<file path="config.mk">
export PLATFORM = sky130hd
export DESIGN_NAME = count_seq_ctrl
export DESIGN_NICKNAME = d
export VERILOG_FILES = /design/src/rtl/count_seq_ctrl.sv
export SDC_FILE = /design/constraint.sdc
export NUM_CORES = 1
export LEC_CHECK = 0
export CORE_MARGIN = 5
export CORE_UTILIZATION = 30
export CTS_CLUSTER_DIAMETER = 200
export DETAILED_ROUTE_END_ITERATION = 16
export PLACE_DENSITY_LB_ADDON = 0.08
export SYNTH_ARGS = -nofsm -noshare
export SYNTH_HDL_FRONTEND = slang
export SYNTH_SLANG_ARGS = --single-unit
export TNS_END_PERCENT = 20
</file>
<file path="constraint.sdc">
create_clock -name clk -period 2.6 [get_ports clk]
set_clock_uncertainty 0.1 [all_clocks]
set_input_delay 0.26 -clock clk [delete_from_list [all_inputs] [get_ports clk]]
set_output_delay 0.26 -clock clk [all_outputs]
set_load 0.02 [all_outputs]
</file>
<file path="src/rtl/count_seq_ctrl.sv">
// rtl/count_seq_ctrl.sv - sequencing controller driving an external universal counter
//
// Accepts a command (start, end, direction, repeat count) and steps an
// external counter from start to end once per pass, reloading between
// passes. Reports completion, abort, wrap-around and completed pass count.
//
// Ports:
//   clk, reset                  clock, asynchronous active-high reset
//   cmd_valid / cmd_ready       command handshake
//   cmd_start, cmd_end          per-pass load value and terminal value
//   cmd_up, cmd_reps            direction and extra passes after the first
//   abort                       cancel the active command
//   ctr_syn_clr, ctr_load,
//   ctr_en, ctr_up, ctr_d       controls and load data to the counter
//   ctr_q, ctr_max_tick,
//   ctr_min_tick                counter value and all-ones / zero flags
//   busy, done, aborted         status (done/aborted are one-cycle pulses)
//   wrapped, pass_cnt           sticky wrap flag and completed pass count
module count_seq_ctrl #(
  parameter int N = 8
) (
  input  logic         clk,
  input  logic         reset,
  input  logic         cmd_valid,
  output logic         cmd_ready,
  input  logic [N-1:0] cmd_start,
  input  logic [N-1:0] cmd_end,
  input  logic         cmd_up,
  input  logic [3:0]   cmd_reps,
  input  logic         abort,
  output logic         ctr_syn_clr,
  output logic         ctr_load,
  output logic         ctr_en,
  output logic         ctr_up,
  output logic [N-1:0] ctr_d,
  input  logic [N-1:0] ctr_q,
  input  logic         ctr_max_tick,
  input  logic         ctr_min_tick,
  output logic         busy,
  output logic         done,
  output logic         aborted,
  output logic         wrapped,
  output logic [3:0]   pass_cnt
);

  typedef enum logic [2:0] {
    S_IDLE  = 3'd0,
    S_LOAD  = 3'd1,
    S_RUN   = 3'd2,
    S_DONE  = 3'd3,
    S_ABORT = 3'd4
  } state_t;

  state_t       state_q, state_d;
  logic [N-1:0] start_q, start_d;
  logic [N-1:0] end_q, end_d;
  logic         up_q, up_d;
  logic [3:0]   reps_q, reps_d;
  logic         wrapped_q, wrapped_d;
  logic [3:0]   pass_cnt_q, pass_cnt_d;

  // The counter keeps stepping until its registered value reaches the
  // terminal value; the cycle it matches is the last RUN cycle of the pass.
  logic run_step;
  logic wrap_hit;
  assign run_step = (ctr_q != end_q);
  assign wrap_hit = up_q ? ctr_max_tick : ctr_min_tick;

  always_ff @(posedge clk or posedge reset) begin
    if (reset) begin
      state_q    <= S_IDLE;
      start_q    <= '0;
      end_q      <= '0;
      up_q       <= 1'b0;
      reps_q     <= '0;
      wrapped_q  <= 1'b0;
      pass_cnt_q <= '0;
    end else begin
      state_q    <= state_d;
      start_q    <= start_d;
      end_q      <= end_d;
      up_q       <= up_d;
      reps_q     <= reps_d;
      wrapped_q  <= wrapped_d;
      pass_cnt_q <= pass_cnt_d;
    end
  end

  always_comb begin
    state_d    = state_q;
    start_d    = start_q;
    end_d      = end_q;
    up_d       = up_q;
    reps_d     = reps_q;
    wrapped_d  = wrapped_q;
    pass_cnt_d = pass_cnt_q;
    case (state_q)
      S_IDLE: begin
        if (cmd_valid) begin
          start_d    = cmd_start;
          end_d      = cmd_end;
          up_d       = cmd_up;
          reps_d     = cmd_reps;
          wrapped_d  = 1'b0;
          pass_cnt_d = '0;
          state_d    = S_LOAD;
        end
      end
      S_LOAD: begin
        state_d = abort ? S_ABORT : S_RUN;
      end
      S_RUN: begin
        // A wrapping step is still taken by the counter even if abort
        // arrives in the same cycle, so the flag is recorded regardless.
        if (run_step && wrap_hit) begin
          wrapped_d = 1'b1;
        end
        if (abort) begin
          state_d = S_ABORT;
        end else if (!run_step) begin
          if (pass_cnt_q != 4'hF) begin
            pass_cnt_d = pass_cnt_q + 4'd1;
          end
          if (reps_q == 4'd0) begin
            state_d = S_DONE;
          end else begin
            reps_d  = reps_q - 4'd1;
            state_d = S_LOAD;
          end
        end
      end
      S_DONE:  state_d = S_IDLE;
      S_ABORT: state_d = S_IDLE;
      default: state_d = S_IDLE;
    endcase
  end

  always_comb begin
    cmd_ready   = 1'b0;
    busy        = 1'b0;
    ctr_syn_clr = 1'b0;
    ctr_load    = 1'b0;
    ctr_en      = 1'b0;
    ctr_up      = 1'b0;
    ctr_d       = '0;
    done        = 1'b0;
    aborted     = 1'b0;
    case (state_q)
      S_IDLE: cmd_ready = 1'b1;
      S_LOAD: begin
        busy     = 1'b1;
        ctr_load = 1'b1;
        ctr_d    = start_q;
      end
      S_RUN: begin
        busy   = 1'b1;
        ctr_up = up_q;
        ctr_en = run_step;
      end
      S_DONE: done = 1'b1;
      S_ABORT: begin
        ctr_syn_clr = 1'b1;
        aborted     = 1'b1;
      end
      default: cmd_ready = 1'b0;
    endcase
  end

  assign wrapped  = wrapped_q;
  assign pass_cnt = pass_cnt_q;

endmodule

</file>
==> impl_metrics.yaml <==
outcome:
  status: "finished, final reports clean"
yosys:
  syn_area_um2: 1560
  synthMuxAreaShare: 0.0129
  synthAdderAreaFrac: 0.0161
  yosysUniqueCellTypes: 39
  syn_nets: 211
  synth-edff-count: 0
  synthTopCellsByArea: "dfrtp_1 (47%), nand2_1 (14%), and2_1 (4.0%)"
  ys_seq_area_frac: 0.467
  syn_inst: 174
  synth-compound-area-share: 0.0973
  syn_area_per_cell_um2: 8.94
  yosys_warnings: 0
  synth_commonest_cells: "nand2_1 (60), dfrtp_1 (29), and2_1 (10)"
  synth_most_common_cell: "nand2_1"
  dominantRegCellSynth: "dfrtp_1"
  ys_ff_latch: 29
  synth_top_area_frac: 0.467
  async_reset_ff_frac: 1.00
  synth_xor_area_frac: 0.0451
  yosys.area_share.simple: 0.327
  synth_top_cell_by_area: "dfrtp_1"
  synth_top_family_by_area: "simple AND/OR/NAND/NOR gates"
finish:
  fin_area_um2: 2320
  syn2layout_area_growth_pct: 49.2
  num-fill-cells: 492
  final_nets: 273
  fin_util: 0.457
  antenna_cells: 0
  drive_gt1_frac: 0.0844
critical_path:
  worst-path-buf-inv: 1
  path_max_fanout: 3
  crit_top_cell: "nor2_1"
  cp_slowest_cell: "clkdlybuf4s50_1"
  required_ns: 2.24
  crit_path_max_incr_delay_ns: 0.54
  end_kind: "output pin"
  crit_chain: "xor2_1, nor4_4, nand2_1, nor2_1, nor2_1, clkdlybuf4s50_1"
  cp-start-kind: "flop"
  critPathArrivalTime_ns: 2.05
  cp_top_family: "simple AND/OR/NAND/NOR gates"
  path_class: "reg -> out"
die:
  core_um2: 5070
  design.die.area_um2: 6720
  rows: 26
  die_y_um: 82
  start_util: 0.306
  ios: 56
  die_w_um: 82
timing:
  setup_viol: 0
  fin_setup_tns_ns: 0
  hold_violations: 0
  fin_crit_sh: 0.927
  fmax_mhz: 415
  tightest_slew_ns: 0.860
  drv_slew: 0
  timing.final.ws_setup_ns: 0.189
  slew_headroom: 0.425
  fin_crit_ns: 2.41
  rsz0062_at_grt: "no"
grt:
  grt_util_all_layers: 0.129
  grt-ovfl-total: 0
  grt_pass1_vias: 1431
  antenna_found_initial: 0
  grt_start_max_net_pins: 30
  grt_pass1_wl_um: 6710
drt:
  totalWireLength_um: 4120
  ant_nets: 0
  drtIter0Drc: 47
  vias: 1413
  wl_per_cell_um: 13.4
  first_pass_iters: 4
  vias_per_cell: 4.60
  drc: 0
placement:
  io_buffer_count: 55
  routabilityCongestion: 0.756
  place_ws_ns: 0.170
  placed_area_um2: 2220
  place_hpwl_um: 3150
clocking:
  cts_tree: "yes"
  root_buffer: "clkbuf_8"
  clkTransAtPathRegs_ns: 0.07
  cts.htree.levels: 2
  cts_sinks: 29
  clock_path_buffers: 2
  worstSkewPairLatency_ns: 0.27
  hold_buffers: 0
  numCtsBuffers: 5
hold_path:
  worstHoldPathType: "in -> async"
power:
  p_seq_frac: 0.357
  p_int_w: 0.00131
  power.switching_w: 0.000827
  p_per_area_nw_per_um2: 921
  p_sw_frac: 0.387
  vdd_drop_max_uv: 491
  p_clk_frac: 0.190
  totalPowerFinal_w: 0.00214
  leakage_nw: 1.04
  pwr-share-comb: 0.453
job:
  cap_violations: 0
## layout make-up
class / instances / area (um2) / area share
multi-input combinational: 132 / 776 / 0.334
sequential: 29 / 726 / 0.313
timing repair buffer: 63 / 611 / 0.263
clock buffer: 7 / 96.3 / 0.0415
tap: 70 / 87.6 / 0.0378
inverter: 5 / 18.8 / 0.00809
clock inverter: 1 / 5.00 / 0.00216
## logic make-up (layout without fill, tap and decap cells)
family / Yosys count / in the layout
flops: 29 / 29
compound gates: 19 / 19
simple gates: 101 / 101
mux: 2 / 2
xor+xnor: 8 / 8
fa+ha+maj: 2 / 2
buf+inv: 13 / 76
## routing by layer
metal  track usage  vias up  part of all wire
li1              -      707                 -
met1         0.169      658              0.45
met2         0.207       46              0.46
met3        0.0450        2             0.085
met4        0.0249        0            0.0046
met5             0        -                 0
## worst paths after layout
path	cells after the start	slack, ns	endpoint	start
max in group asynchronous	3	1.85	end_q[7]$_DFFE_PP0P_	reset
worst min register to register	2	0.37	start_q[3]$_DFFE_PP0P_	start_q[3]$_DFFE_PP0P_
worst max-delay path	6	0.19	ctr_en	end_q[5]$_DFFE_PP0P_
worst max register to register	6	0.47	end_q[7]$_DFFE_PP0P_	state_q[2]$_DFFE_PP0P_
min in group clk	2	0.37	start_q[3]$_DFFE_PP0P_	start_q[3]$_DFFE_PP0P_
worst min-delay path	3	0.26	start_q[4]$_DFFE_PP0P_	reset
## worst register-to-register path: cells and delay by family (launching register included)
kind	cells	cell delay [ns]
and+or+nand+nor	4	1.10
DFF	1	0.43
buffers and inverters	1	0.30
AOI/OAI and AO/OA	1	0.14
## cell usage in the layout, fill, tap and decap left out, types with 2 or more instances in the layout
master / Yosys / final
a31o_1: 2 / 2
nor3b_1: 3 / 3
nand2b_1: 2 / 2
a22o_1: 2 / 2
dfrtp_1: 29 / 29
o311ai_1: 4 / 4
buf_4: 1 / 8
nand2_1: 60 / 60
or3_1: 2 / 2
nor2_1: 6 / 6
xnor2_1: 2 / 2
ha_1: 2 / 2
o31ai_1: 2 / 2
clkbuf_8: 0 / 7
and2_1: 10 / 9
xor2_1: 6 / 6
nor3_1: 4 / 4
nand3_1: 3 / 3
inv_1: 5 / 5
mux2i_1: 2 / 2
clkdlybuf4s50_1: 0 / 55
and3_1: 3 / 3
## flip-flops by register name (all words and copies together) (netlist names)
name,count
up_q,1
reps_q,4
end_q,8
state_q,3
pass_cnt,4
start_q,8
wrapped,1
## power by group through the flow
stage          logic (W)  clock network [W]  registers (W)
2_1_floorplan   0.000624                  0       0.000742
3_3_place_gp    0.000955                  0       0.000765
3_5_place_dp    0.000975                  0       0.000771
4_1_cts         0.000980           0.000420       0.000765
5_1_grt          0.00107           0.000441       0.000792
6_report        0.000968           0.000406       0.000763
## timing repair
action,in CTS,in global routing
gates resized for setup,0,1
setup buffers,0,0
setup endpoints to repair,0,1
## through the flow
step,cells,hold WS [ns]
final,307,0.263
after global routing,307,0.305
after CTS,307,0.275
after detailed placement,299,0.355
after global placement,299,0.349
after floorplan,174,0.227
(Power assumes the default switching activity.)
